$ cat src/rtl/pipeline_pkg.sv
// Shared definitions for the MEM stage of the pipeline.
//   - DATA_W_DEF / RD_W_DEF : default data/address and register-index widths
//   - mem_state_e           : memory-access FSM states
//   - mem_wb_t              : MEM/WB pipeline register record
package pipeline_pkg;

    localparam int unsigned DATA_W_DEF = 64;
    localparam int unsigned RD_W_DEF   = 5;

    typedef enum logic {
        IDLE = 1'b0,
        WAIT = 1'b1
    } mem_state_e;

    // Fields are sized with the package defaults.
    typedef struct packed {
        logic                  regwrite;
        logic                  memtoreg;
        logic [RD_W_DEF-1:0]   rd;
        logic [DATA_W_DEF-1:0] readdata;
        logic [DATA_W_DEF-1:0] alu_result;
    } mem_wb_t;

endpackage

$ cat src/rtl/mem_timeout_counter.sv
// Counts stalled cycles of an outstanding memory access.
//   i_clk      : clock
//   i_reset    : synchronous active-high reset (count -> 0)
//   i_en       : increment this cycle
//   i_clear    : return to 0 (has priority over i_en)
//   o_terminal : this is the TIMEOUT-th stalled cycle
module mem_timeout_counter #(
    parameter int unsigned TIMEOUT = 16
) (
    input  logic i_clk,
    input  logic i_reset,
    input  logic i_en,
    input  logic i_clear,
    output logic o_terminal
);

    localparam int unsigned CW = $clog2(TIMEOUT);

    logic [CW-1:0] r_count;

    always_ff @(posedge i_clk) begin
        if (i_reset || i_clear) begin
            r_count <= '0;
        end else if (i_en) begin
            r_count <= r_count + CW'(1);
        end
    end

    // The count already includes the first stalled cycle spent in IDLE,
    // so TIMEOUT-1 here means TIMEOUT cycles have stalled.
    assign o_terminal = (r_count == CW'(TIMEOUT - 1));

endmodule

$ cat src/rtl/mem_access_stage.sv
// MEM pipeline stage: consumes the EX/MEM register, resolves branches,
// performs loads/stores over a variable-latency req/ready handshake
// (stalling upstream while an access is outstanding) and drives MEM/WB.
//   clk, reset              : clock, synchronous active-high reset
//   EX_MEM_*                : registered EX/MEM control and data fields
//   mem_req/we/addr/wdata   : data-memory request
//   mem_ready/rdata         : data-memory completion and load data
//   stall                   : hold PC, IF/ID, ID/EX, EX/MEM
//   PCSrc, branch_target    : branch resolution
//   mem_error               : sticky access-timeout flag
//   MEM_WB_*                : MEM/WB pipeline register
module mem_access_stage
    import pipeline_pkg::*;
#(
    parameter int unsigned DATA_W  = DATA_W_DEF,
    parameter int unsigned RD_W    = RD_W_DEF,
    parameter int unsigned TIMEOUT = 16
) (
    input  logic              clk,
    input  logic              reset,
    input  logic              EX_MEM_RegWrite,
    input  logic              EX_MEM_MemRead,
    input  logic              EX_MEM_MemToReg,
    input  logic              EX_MEM_MemWrite,
    input  logic              EX_MEM_Branch,
    input  logic              EX_MEM_Zero,
    input  logic [RD_W-1:0]   EX_MEM_RD,
    input  logic [DATA_W-1:0] EX_MEM_Adder_out,
    input  logic [DATA_W-1:0] EX_MEM_ALU_Result,
    input  logic [DATA_W-1:0] EX_MEM_ReadData2,
    output logic              mem_req,
    output logic              mem_we,
    output logic [DATA_W-1:0] mem_addr,
    output logic [DATA_W-1:0] mem_wdata,
    input  logic              mem_ready,
    input  logic [DATA_W-1:0] mem_rdata,
    output logic              stall,
    output logic              PCSrc,
    output logic [DATA_W-1:0] branch_target,
    output logic              mem_error,
    output logic              MEM_WB_RegWrite,
    output logic              MEM_WB_MemToReg,
    output logic [RD_W-1:0]   MEM_WB_RD,
    output logic [DATA_W-1:0] MEM_WB_ReadData,
    output logic [DATA_W-1:0] MEM_WB_ALU_Result
);

    mem_state_e        r_state;
    mem_state_e        w_state_d;
    logic              r_err;
    logic              r_we;
    logic              r_regwrite;
    logic              r_memtoreg;
    logic [RD_W-1:0]   r_rd;
    logic [DATA_W-1:0] r_addr;      // doubles as the latched ALU result
    logic [DATA_W-1:0] r_wdata;
    mem_wb_t           r_mwb;
    mem_wb_t           w_mwb_d;

    logic w_acc;
    logic w_latch;
    logic w_set_err;
    logic w_cnt_en;
    logic w_cnt_clr;
    logic w_cnt_term;

    assign w_acc = EX_MEM_MemRead | EX_MEM_MemWrite;

    mem_timeout_counter #(
        .TIMEOUT(TIMEOUT)
    ) u_timeout (
        .i_clk     (clk),
        .i_reset   (reset),
        .i_en      (w_cnt_en),
        .i_clear   (w_cnt_clr),
        .o_terminal(w_cnt_term)
    );

    always_comb begin
        w_state_d = r_state;
        mem_req   = 1'b0;
        mem_we    = EX_MEM_MemWrite;
        mem_addr  = EX_MEM_ALU_Result;
        mem_wdata = EX_MEM_ReadData2;
        stall     = 1'b0;
        w_latch   = 1'b0;
        w_set_err = 1'b0;
        w_cnt_en  = 1'b0;
        w_cnt_clr = 1'b0;
        w_mwb_d   = r_mwb;

        unique case (r_state)
            IDLE: begin
                w_mwb_d.regwrite   = EX_MEM_RegWrite;
                w_mwb_d.memtoreg   = EX_MEM_MemToReg;
                w_mwb_d.rd         = EX_MEM_RD;
                w_mwb_d.alu_result = EX_MEM_ALU_Result;
                w_mwb_d.readdata   = '0;
                if (w_acc) begin
                    mem_req = 1'b1;
                    if (mem_ready) begin
                        // MemWrite wins when both are set: no read data.
                        if (!EX_MEM_MemWrite) begin
                            w_mwb_d.readdata = mem_rdata;
                        end
                    end else begin
                        stall            = 1'b1;
                        w_latch          = 1'b1;
                        w_cnt_en         = 1'b1;
                        w_mwb_d          = r_mwb;
                        w_mwb_d.regwrite = 1'b0;
                        w_state_d        = WAIT;
                    end
                end
            end
            WAIT: begin
                mem_req   = 1'b1;
                mem_we    = r_we;
                mem_addr  = r_addr;
                mem_wdata = r_wdata;
                stall     = ~mem_ready;
                if (mem_ready || w_cnt_term) begin
                    w_mwb_d.regwrite   = r_regwrite;
                    w_mwb_d.memtoreg   = r_memtoreg;
                    w_mwb_d.rd         = r_rd;
                    w_mwb_d.alu_result = r_addr;
                    w_mwb_d.readdata   = (mem_ready && !r_we) ? mem_rdata : '0;
                    w_cnt_clr          = 1'b1;
                    w_state_d          = IDLE;
                    if (!mem_ready) begin
                        w_set_err        = 1'b1;
                        w_mwb_d.regwrite = 1'b0;
                    end
                end else begin
                    w_cnt_en         = 1'b1;
                    w_mwb_d.regwrite = 1'b0;
                end
            end
            default: w_state_d = IDLE;
        endcase

        // Handshake and stall go quiet while reset is held.
        if (reset) begin
            mem_req = 1'b0;
            stall   = 1'b0;
        end
    end

    always_ff @(posedge clk) begin
        if (reset) begin
            r_state    <= IDLE;
            r_err      <= 1'b0;
            r_we       <= 1'b0;
            r_regwrite <= 1'b0;
            r_memtoreg <= 1'b0;
            r_rd       <= '0;
            r_addr     <= '0;
            r_wdata    <= '0;
            r_mwb      <= '0;
        end else begin
            r_state <= w_state_d;
            r_mwb   <= w_mwb_d;
            if (w_set_err) begin
                r_err <= 1'b1;
            end
            if (w_latch) begin
                r_we       <= EX_MEM_MemWrite;
                r_regwrite <= EX_MEM_RegWrite;
                r_memtoreg <= EX_MEM_MemToReg;
                r_rd       <= EX_MEM_RD;
                r_addr     <= EX_MEM_ALU_Result;
                r_wdata    <= EX_MEM_ReadData2;
            end
        end
    end

    assign PCSrc             = EX_MEM_Branch & EX_MEM_Zero & (r_state == IDLE) & ~reset;
    assign branch_target     = EX_MEM_Adder_out;
    assign mem_error         = r_err;
    assign MEM_WB_RegWrite   = r_mwb.regwrite;
    assign MEM_WB_MemToReg   = r_mwb.memtoreg;
    assign MEM_WB_RD         = r_mwb.rd;
    assign MEM_WB_ReadData   = r_mwb.readdata;
    assign MEM_WB_ALU_Result = r_mwb.alu_result;

endmodule

$ cat config.mk
export PLATFORM = sky130hd
export DESIGN_NAME = mem_access_stage
export DESIGN_NICKNAME = d
export VERILOG_FILES = /design/src/rtl/pipeline_pkg.sv /design/src/rtl/mem_timeout_counter.sv /design/src/rtl/mem_access_stage.sv
export SDC_FILE = /design/constraint.sdc
export NUM_CORES = 1
export LEC_CHECK = 0
export ABC_AREA = 1
export BUFFER_PORTS_ARGS = -buffer_cell sky130_fd_sc_hd__buf_2
export CORE_AREA = 2 2 233 235
export DETAILED_ROUTE_END_ITERATION = 7
export DIE_AREA = 0 0 235 237
export GPL_TIMING_DRIVEN = 0
export HOLD_SLACK_MARGIN = 0.15
export MAX_ROUTING_LAYER = met4
export SLEW_MARGIN = 20
export SYNTH_ARGS = -nofsm -noshare
export SYNTH_HDL_FRONTEND = slang
export SYNTH_HIERARCHICAL = 1
export SYNTH_SLANG_ARGS = --single-unit
export TNS_END_PERCENT = 100
$ cat constraint.sdc
create_clock -name clk -period 3.8 [get_ports clk]
set_clock_uncertainty 0.05 [all_clocks]
set_input_delay 0.38 -clock clk [delete_from_list [all_inputs] [get_ports clk]]
set_output_delay 0.38 -clock clk [all_outputs]
set_load 0.05 [all_outputs]
==> results of run 1 <==
==> cell usage in the layout (no fill, tap or decap), types with 2 or more instances in the layout <==
cell type,Yosys,routed
buf_2,46,582
nand2_1,328,328
nor2_1,288,288
o21ai_0,286,286
dfxtp_1,277,277
inv_1,268,268
dlygate4sd3_1,0,200
buf_4,147,147
a21oi_1,143,143
clkbuf_1,48,60
o21ai_1,40,40
clkbuf_16,0,37
nand3_1,34,34
buf_6,10,10
clkbuf_8,0,9
inv_2,5,5
nand2_2,4,4
diode_2,0,3
buf_1,3,3
nor3_2,2,2
o211ai_1,2,2
nand2_4,2,2
nor2_2,2,2
bufinv_16,0,2
==> worst min-delay path: stages <==
cell	delay [ns]
buf_2	0.16
nor2_1	0.10
nand2_1	0.06
nor2_1	0.03
==> cells by family (layout without fill, tap and decap cells) <==
group | Yosys count | in the layout
AOI/OAI and AO/OA | 473 | 473
adders and majority gates | 1 | 1
buffers and inverters | 527 | 1325
DFF | 277 | 277
other | 0 | 3
and+or+nand+nor | 664 | 664
==> stage by stage <==
step | area [um2] | utilization, %
2_1_floorplan | 13210 | -
3_3_place_gp | 16760 | 31.45
3_5_place_dp | 16760 | 31.45
4_1_cts | 19930 | 37.40
5_1_grt | 19930 | 37.41
6_report | 19940 | 37.41
==> cell usage after synthesis (all sizes together) <==
| cell type | count |
|---|---|
| buf | 206 |
| nand3 | 35 |
| nor3 | 3 |
| nand2 | 334 |
| o211ai | 2 |
| inv | 273 |
| dfxtp | 277 |
| o21ai | 327 |
| clkbuf | 48 |
| and3 | 1 |
| nor2 | 290 |
| ha | 1 |
| and2 | 1 |
| a21oi | 144 |
==> layer usage <==
layer,wire length (um),global-route usage [%],vias to the layer above
met5,0,-,-
met4,1843,7.250,0
met3,3106,3.486,103
met2,24850,30.34,504
met1,22380,21.97,6549
li1,-,-,7435
==> power groups by stage <==
stage                     combinational [W]  sequential, W  clock (W)
final                               0.00311        0.00326    0.00342
after global routing                0.00333        0.00329    0.00361
after CTS                           0.00312        0.00326    0.00353
after detailed placement            0.00294        0.00333          0
after global placement              0.00294        0.00332          0
after floorplan                     0.00167        0.00379          0
==> path summary, 6_finish.rpt <==
check / startpoint / end / slack [ns] / cells past startpoint
setup / recovery: r_state / mem_wdata[58] / 0.51 / 6
hold reg to reg: r_wdata[56] / r_wdata[56] / 0.40 / 2
setup reg to reg: u_timeout/r_count[0] / u_timeout/r_count[3] / 1.54 / 12
hold / removal: reset / u_timeout/r_count[0] / 0.20 / 4
==> state kept, by name (all words and copies together), names as in the netlist <==
name               count
MEM_WB_RD              5
MEM_WB_RegWrite        1
MEM_WB_ReadData       64
MEM_WB_MemToReg        1
r_we                   1
mem_error              1
MEM_WB_ALU_Result     64
r_regwrite             1
r_wdata               64
r_memtoreg             1
r_addr                64
r_state                1
r_rd                   5
u_timeout/r_count      4
==> cell type report <==
type                    count  area share, %
clock inverters             4         0.3640
flip-flops and latches    277          27.82
diodes                      3        0.03766
multi-input cells        1138          25.07
plain buffers             254          8.216
well taps                 696          4.368
inverters                 273          5.140
repair buffers            736          23.50
clock buffers              58          5.492
==> flow_summary.ini, run 1 <==
[outcome]
status = finished, final reports clean

[layout]
regArea_mm2 = 0.005545
fill_cells = 5655
syn2layout_area_growth_pct = 50.97
drive_gt1_share_pct = 29.45
instances_no_fill = 3439
multi_input_area_mm2 = 0.004997
num-nets-final = 2986

[synthesis]
synth_compound_area_share_pct = 18.08
synth_top_area_share_pct = 41.99
seq_area_frac_synth_pct = 41.99
yosys.area_share.adder_pct = 0.09475
synth_top_cell_by_area = dfxtp_1
syn_nets = 2213
synth_top_family_by_area = buffers and inverters
synth_xor_area_share_pct = 0
synthCells = 1942
ys_warn_count = 6
synth_seq_cells = 277
synth.area.top_cells = dfxtp_1 42%, o21ai_0 11%, nand2_1 9.3%
synthMuxAreaShare_pct = 0
yosys.area_share.simple_pct = 19.67
yosysUniqueCellTypes = 26
syn_area_per_cell_um2 = 6.800
syn_area_mm2 = 0.01321

[setup_path]
max_stage_delay_ns = 0.65
crit_slowest_cell = clkbuf_1
start_kind = flop
path_delay_family = buffers and inverters
cp-end-kind = output port
crit_chain = inv_2 > clkbuf_1 > clkbuf_1 > nand2_1 > o21ai_0 > buf_2
critPathBufInv = 4
path_common_cell = clkbuf_1
worstPathMaxFanout = 10
critical_path_class = reg -> out
crit_arrival_ns = 2.86
cp.required_ns = 3.37

[clocking]
cts-root-buf = clkbuf_16
hold_buffers = 200
htree_levels = 2
clk_latency_ns = 0.54
cts_buffer_depth = 3
cts_buffers = 35
cts_tree = built
clk_pin_slew_ns = 0.06
cts_setup_buffers = 0
cts.sinks = 277
cts_resized = 0

[routing]
ant_nets = 0
routed-via-count = 14591
firstDrtPassIters = 5
drtIter0Drc = 718
drt_wl_total_um = 52180
avgViaCountPerCell = 4.243
drc = 0
wire_per_inst_um = 15.17

[timing]
fin_tns_setup_ns = 0
setup_viol = 0
slew_violations = 0
tightestPinTransition_ns = 0.8281
layout_min_cycle_time_ns = 3.287
fin_crit_sh_pct = 86.49
grt_setup_unrepaired = no
fmax_ghz = 0.3043
finalWorstSetupSlack_ns = 0.5135
slew_headroom_pct = 44.79
hold_violations = 0
fin_hold_ws_ns = 0.2005

[floorplanning]
die_h_um = 237
start_util_pct = 24.78
die_area_mm2 = 0.05570
ios = 602
core_mm2 = 0.05328
rows = 85
fp.dieW_um = 235

[power_and_ir_drop]
power_w = 0.009790
sequentialPowerShare_pct = 33.3
leakagePower_nw = 10.07
vdd_drop_max_uv = 300.7
p_int_w = 0.006170
p_clk_share_pct = 34.9
swShare_pct = 36.98
powerDensity_mw_per_mm2 = 491.1
power_frac_comb_pct = 31.7
p_switching_w = 0.003621

[global_routing]
grt_first_pass_wirelength_um = 78430
grt_pass1_vias = 13844
grt_max_degree = 16
gr-total-overflow = 0
grt_use_total_pct = 18.33
antenna_found_initial = 2

[place]
dpl.cell_count = 3174
gp_congestion = 0.8939
hpwl_um = 38970
portBuffers = 536
pre_cts_slack_ns = 1.066

[job]
maxCapViolations = 0

[worst_hold_path]
min_path_type = in -> reg
Note: power is estimated with default switching activity, not from simulation.
==> inputs of run 2 (changes only) <==
==> constraint.sdc (replaced) <==
create_clock -name clk -period 4.2 [get_ports clk]
set_clock_uncertainty 0.05 [all_clocks]
set_input_delay 0.42 -clock clk [delete_from_list [all_inputs] [get_ports clk]]
set_output_delay 0.42 -clock clk [all_outputs]
set_load 0.05 [all_outputs]
==> run 2 against run 1 <==
Effect of this change: sequential power fell by 9.5%; power decreased by 9.9%; die area unchanged; routed wire length shrank 1.2%; largest cell class unchanged.
==> flow_summary.ini, run 2 (synthesis results as in run 1) <==
[setup_path]
critical_path_class = reg -> out
reg2reg_depth = 12
crit_arrival_ns = 2.87
crit_end = mem_wdata[58]
max_stage_delay_ns = 0.64
r2r-start = u_timeout/r_count[0]
start_kind = flop
path_common_cell = clkbuf_1
worstPathMaxFanout = 10
cp.depth = 6
critPathBufInv = 4
path_delay_family = buffers and inverters
worstReg2RegEnd = u_timeout/r_count[3]
startpoint = r_state
crit_chain = inv_2 > clkbuf_1 > clkbuf_1 > nand2_1 > o21ai_0 > buf_2
cp-end-kind = output port
crit_slowest_cell = clkbuf_1
cp.required_ns = 3.73
rrSetupSlack_ns = 1.98

[floorplanning]
fp.dieW_um = 235
die_h_um = 237
core_mm2 = 0.05328
start_util_pct = 24.78
rows = 85
die_area_mm2 = 0.05570
ios = 602

[global_routing]
grt_pass1_vias = 13579
grt_first_pass_wirelength_um = 77550
grt_use_total_pct = 18.15
antenna_found_initial = 3
gr-total-overflow = 0
grt_max_degree = 16

[timing]
fin_crit_sh_pct = 79.43
setup_viol = 0
slew_headroom_pct = 41.17
tightestPinTransition_ns = 0.8824
fmax_ghz = 0.2997
fin_tns_setup_ns = 0
fin_hold_ws_ns = 0.1831
slew_violations = 0
grt_setup_unrepaired = no
hold_violations = 0
layout_min_cycle_time_ns = 3.336

[place]
hpwl_um = 38970
portBuffers = 536
gp_congestion = 0.8939

[layout]
drive_gt1_share_pct = 29.81
layout_commonest_cell = buf_2
layout_common_cells = 582 x buf_2, 328 x nand2_1, 288 x nor2_1
finish.utilization_pct = 36.80
syn2layout_area_growth_pct = 48.48
num-nets-final = 2953

[clocking]
clk_latency_ns = 0.53
cts_buffer_depth = 3
cts_buffers = 35
cts.sinks = 277
clk_pin_slew_ns = 0.06
cts_tree = built
cts_setup_buffers = 0
htree_levels = 2
cts-root-buf = clkbuf_16

[routing]
routed-via-count = 14384
drtIter0Drc = 682
avgViaCountPerCell = 4.222
drt_wl_total_um = 51530
wire_per_inst_um = 15.12
firstDrtPassIters = 5
drc = 0
ant_nets = 0

[worst_hold_path]
min_path_type = in -> reg
min_path_cells = 5

[power_and_ir_drop]
leakagePower_nw = 9.932
vdd_drop_max_uv = 273.4
powerDensity_mw_per_mm2 = 450.0

[outcome]
status = finished, final reports clean

[job]
maxCapViolations = 0
-- run 2: cell count changes in the layout (fill, tap and decap cells not counted) --
cell,delta
diode_2,+1
dlygate4sd3_1,-33
-- run 2: worst min path at each step --
stage | start | end | slack, ns
finish | mem_rdata[8] | MEM_WB_ReadData[8] | 0.18
detailed placement | MEM_WB_ReadData[22] | MEM_WB_ReadData[22] | 0.39
floorplan | r_wdata[10] | r_wdata[10] | 0.37
global route | mem_rdata[24] | MEM_WB_ReadData[24] | 0.18
global placement | MEM_WB_ReadData[22] | MEM_WB_ReadData[22] | 0.38
CTS | mem_rdata[6] | MEM_WB_ReadData[6] | 0.15
-- run 2: timing repair --
action / CTS / global route
hold endpoints to repair: 167 / 0
resized for setup: 0 / 0
hold buffers: 167 / 0
-- run 2: layout make-up --
| class | instances | area [um2] |
|---|---|---|
| Clock buffer | 58 | 1095 |
| Multi-Input combinational cell | 1138 | 4997 |
| Tap cell | 696 | 870.8 |
| Buffer | 254 | 1638 |
| Antenna cell | 4 | 10.01 |
| Timing Repair Buffer | 703 | 4354 |
| Sequential cell | 277 | 5545 |
| Fill cell | 5702 | 33670 |
| Clock inverter | 4 | 72.57 |
| Inverter | 273 | 1025 |
-- run 2: report_power, final --
| part | switching [W] | internal [W] | total, W | leakage [nW] |
|---|---|---|---|---|
| Clock | 0.00120 | 0.00189 | 0.00309 | 0.567 |
| Sequential | 0.0000857 | 0.00287 | 0.00295 | 2.29 |
| Combinational | 0.00198 | 0.000801 | 0.00278 | 7.08 |
-- run 2: tightest hold or removal path, delay by kind of cell --
kind / cells / cell delay [ns]
buffers and inverters: 2 / 0.16
and+or+nand+nor: 3 / 0.14
-- run 2: layer usage --
layer	up-vias	global-route usage, %	part of all wire (%)
li1	7369	-	-
met5	-	-	0
met3	95	3.567	6.2
met1	6449	21.85	43
met4	0	6.732	3.4
met2	471	30.04	48
-- run 2: per-stage QoR --
step	cell area (um2)	setup slack, ns	cells	power [W]
2_1_floorplan	13210	1.758	1942	0.004946
3_3_place_gp	16760	1.433	3174	0.005661
3_5_place_dp	16760	1.426	3174	0.005671
4_1_cts	19600	0.8208	3403	0.008938
5_1_grt	19600	0.6997	3405	0.009224
6_report	19610	0.8639	3407	0.008823
==> inputs of run 3 (changes only) <==
--- a/config.mk
+++ b/config.mk
@@ -5,11 +5,11 @@
 export SDC_FILE = /design/constraint.sdc
 export NUM_CORES = 1
 export LEC_CHECK = 0
-export ABC_AREA = 1
+export ABC_AREA = 0
 export BUFFER_PORTS_ARGS = -buffer_cell sky130_fd_sc_hd__buf_2
-export CORE_AREA = 2 2 233 235
+export CORE_AREA = 2 2 237 239
 export DETAILED_ROUTE_END_ITERATION = 7
-export DIE_AREA = 0 0 235 237
+export DIE_AREA = 0 0 239 241
 export GPL_TIMING_DRIVEN = 0
 export HOLD_SLACK_MARGIN = 0.15
 export MAX_ROUTING_LAYER = met4
==> constraint.sdc (replaced) <==
create_clock -name clk -period 3.3 [get_ports clk]
set_clock_uncertainty 0.05 [all_clocks]
set_input_delay 0.33 -clock clk [delete_from_list [all_inputs] [get_ports clk]]
set_output_delay 0.33 -clock clk [all_outputs]
set_load 0.05 [all_outputs]
==> run 3 against run 2 <==
Effect of this change: via count up 6.7%; first-iteration DRC count increased by 6.6%; power grew 18%; non-clock buffer count grew 89; sequential cell count did not move; clock power increased by 28%; area after synthesis increased by 3.7%; die area grew 3.4%; combinational power up 1%; critical endpoint is now stall.
==> flow_summary.ini, run 3 <==
[timing]
tightestPinTransition_ns = 1.149
fmax_ghz = 0.3304
hold_violations = 0
setup_viol = 0
slew_violations = 0
slew_headroom_pct = 23.40
layout_min_cycle_time_ns = 3.027
grt_setup_unrepaired = no
fin_crit_sh_pct = 91.72
fin_tns_setup_ns = 0

[setup_path]
path_delay_family = buffers and inverters
rrSetupSlack_ns = 0.41
r2r-start = u_timeout/r_count[0]
cp-end-kind = output port
start_kind = input pin
max_stage_delay_ns = 0.56
crit_chain = dlygate4sd3_1 > buf_2 > nor3_4 > buf_4 > buf_2 > nor3_1 > buf_2
worstReg2RegEnd = u_timeout/r_count[3]
path_common_cell = buf_2
crit_arrival_ns = 2.65
reg2reg_depth = 8
crit_slowest_cell = dlygate4sd3_1
cp.required_ns = 2.92
critical_path_class = in -> out
critPathBufInv = 5
worstPathMaxFanout = 10

[layout]
layout_common_cells = 601 x buf_2, 277 x dfxtp_1, 238 x a21oi_1
finish.utilization_pct = 37.24
layout_commonest_cell = buf_2
num-nets-final = 2615
drive_gt1_share_pct = 42.12
syn2layout_area_growth_pct = 49.19

[floorplanning]
fp.dieW_um = 239
start_util_pct = 24.96
rows = 86
core_mm2 = 0.05488
ios = 602
die_area_mm2 = 0.05760
die_h_um = 241

[synthesis]
syn_nets = 1840
syn_area_per_cell_um2 = 8.730
synthCells = 1569
seq_area_frac_synth_pct = 40.48
yosysUniqueCellTypes = 39
synth.area.top_cells = dfxtp_1 40%, mux2_2 11%, a21oi_1 8.7%
synthTopCellsByCount = 277 x dfxtp_1, 238 x a21oi_1, 203 x nand3_1
synth_top_area_share_pct = 40.48
syn_area_mm2 = 0.01370
ys_warn_count = 6
ys.flop_type = dfxtp_1
synth_edf_count = 0
async_reset_ff_share_pct = 0
synth_seq_cells = 277
post-synth-top-count-cell = dfxtp_1
synth_top_cell_by_area = dfxtp_1

[worst_hold_path]
min_path_type = in -> reg
hold_path_end = u_timeout/r_count[3]
min_path_cells = 3
holdCritStartpoint = reset

[clocking]
cts.sinks = 277
clk_latency_ns = 0.56
clk_pin_slew_ns = 0.06
htree_levels = 2
cts-root-buf = clkbuf_16
cts_resized = 0
cts_buffer_depth = 3
cts_tree = built
cts_buffers = 35

[routing]
drtIter0Drc = 727
avgViaCountPerCell = 4.997
routed-via-count = 15351
firstDrtPassIters = 5
wire_per_inst_um = 19.74
ant_nets = 0
drt_wl_total_um = 60630
drc = 0

[place]
hpwl_um = 44860
gp_congestion = 0.8872
portBuffers = 535

[global_routing]
grt_pass1_vias = 15083
grt_use_total_pct = 20.42
gr-total-overflow = 0
grt_max_degree = 13
grt_first_pass_wirelength_um = 87710
antenna_found_initial = 1

[power_and_ir_drop]
vdd_drop_max_uv = 366.2
leakagePower_nw = 8.663
powerDensity_mw_per_mm2 = 509.9

[job]
maxCapViolations = 0

[outcome]
status = finished, final reports clean
[run 3: cell count changes after synthesis, moves of 129 or more]
| cell | previous run | this run |
|---|---|---|
| o21ai_0 | 286 | 130 |
| nand2_1 | 328 | 7 |
| mux2_2 | 0 | 129 |
| nand3_1 | 34 | 203 |
| nor2_1 | 288 | 5 |
| inv_1 | 268 | 4 |
[run 3: cell type report]
type | instances | area, um2
tap | 704 | 880.8
inverter | 4 | 15.01
fill | 5590 | 34440
antenna | 1 | 2.502
clock inverter | 13 | 163.9
timing repair buffer | 738 | 4710
clock buffer | 47 | 980.9
buffer | 308 | 1813
sequential | 277 | 5545
multi-input combinational | 980 | 6325
[run 3: stage by stage]
| step | area (um2) | total power [W] | std cells | hold WS, ns | setup slack [ns] |
|---|---|---|---|---|---|
| floorplan | 13700 | 0.005578 | 1569 | 0.3945 | 0.8222 |
| global placement | 17260 | 0.006305 | 2808 | 0.3988 | 0.4005 |
| detailed placement | 17260 | 0.006332 | 2808 | 0.4049 | 0.3767 |
| CTS | 20430 | 0.01051 | 3071 | 0.1746 | 0.2330 |
| global route | 20430 | 0.01082 | 3071 | 0.2115 | 0.1908 |
| finish | 20440 | 0.01042 | 3072 | 0.2189 | 0.2733 |
[run 3: logic make-up after synthesis]
logic type / after synthesis / share of synthesized area [%]
AOI/OAI and AO/OA: 480 / 20.41
xor gates and xnor gates: 1 / 0.06395
adders and majority gates: 1 / 0.09133
buffers and inverters: 312 / 13.34
DFF: 277 / 40.48
muxes: 131 / 10.79
and+or+nand+nor: 367 / 14.82
[run 3: how the worst max path moves through the flow]
stage | startpoint | endpoint | slack (ns) | cells past startpoint
floorplan | r_state | PCSrc | 0.82 | 6
global placement | u_timeout/r_count[0] | u_timeout/r_count[3] | 0.40 | 8
detailed placement | u_timeout/r_count[0] | u_timeout/r_count[3] | 0.38 | 8
CTS | EX_MEM_MemWrite | stall | 0.23 | 7
global route | EX_MEM_MemWrite | mem_req | 0.19 | 7
finish | EX_MEM_MemWrite | stall | 0.27 | 7
[run 3: metal layers]
layer	routed length, um	global-route usage [%]	part of all wire, %	vias up
met4	2924	10.85	4.8	0
met2	29440	34.41	49	695
li1	-	-	-	7165
met5	0	-	0	-
met3	3975	3.877	6.6	164
met1	24300	22.99	40	7327
[run 3: repair_timing]
item / 4_1_cts / 5_1_grt
setup buffers: 0 / 0
hold endpoints to repair: 229 / 0
hold buffers: 203 / 0
[run 3: tightest hold or removal path: cells and delay by family]
family / cells / cell delay, ns
multiplexers: 1 / 0.16
buffers and inverters: 1 / 0.15
AND/OR/NAND/NOR: 1 / 0.14
[run 3: report_power, final]
group          total, W  switching, W  internal (W)
logic           0.00282       0.00190      0.000921
registers       0.00365      0.000105       0.00354
clock network   0.00395       0.00162       0.00233
total            0.0104       0.00363       0.00679
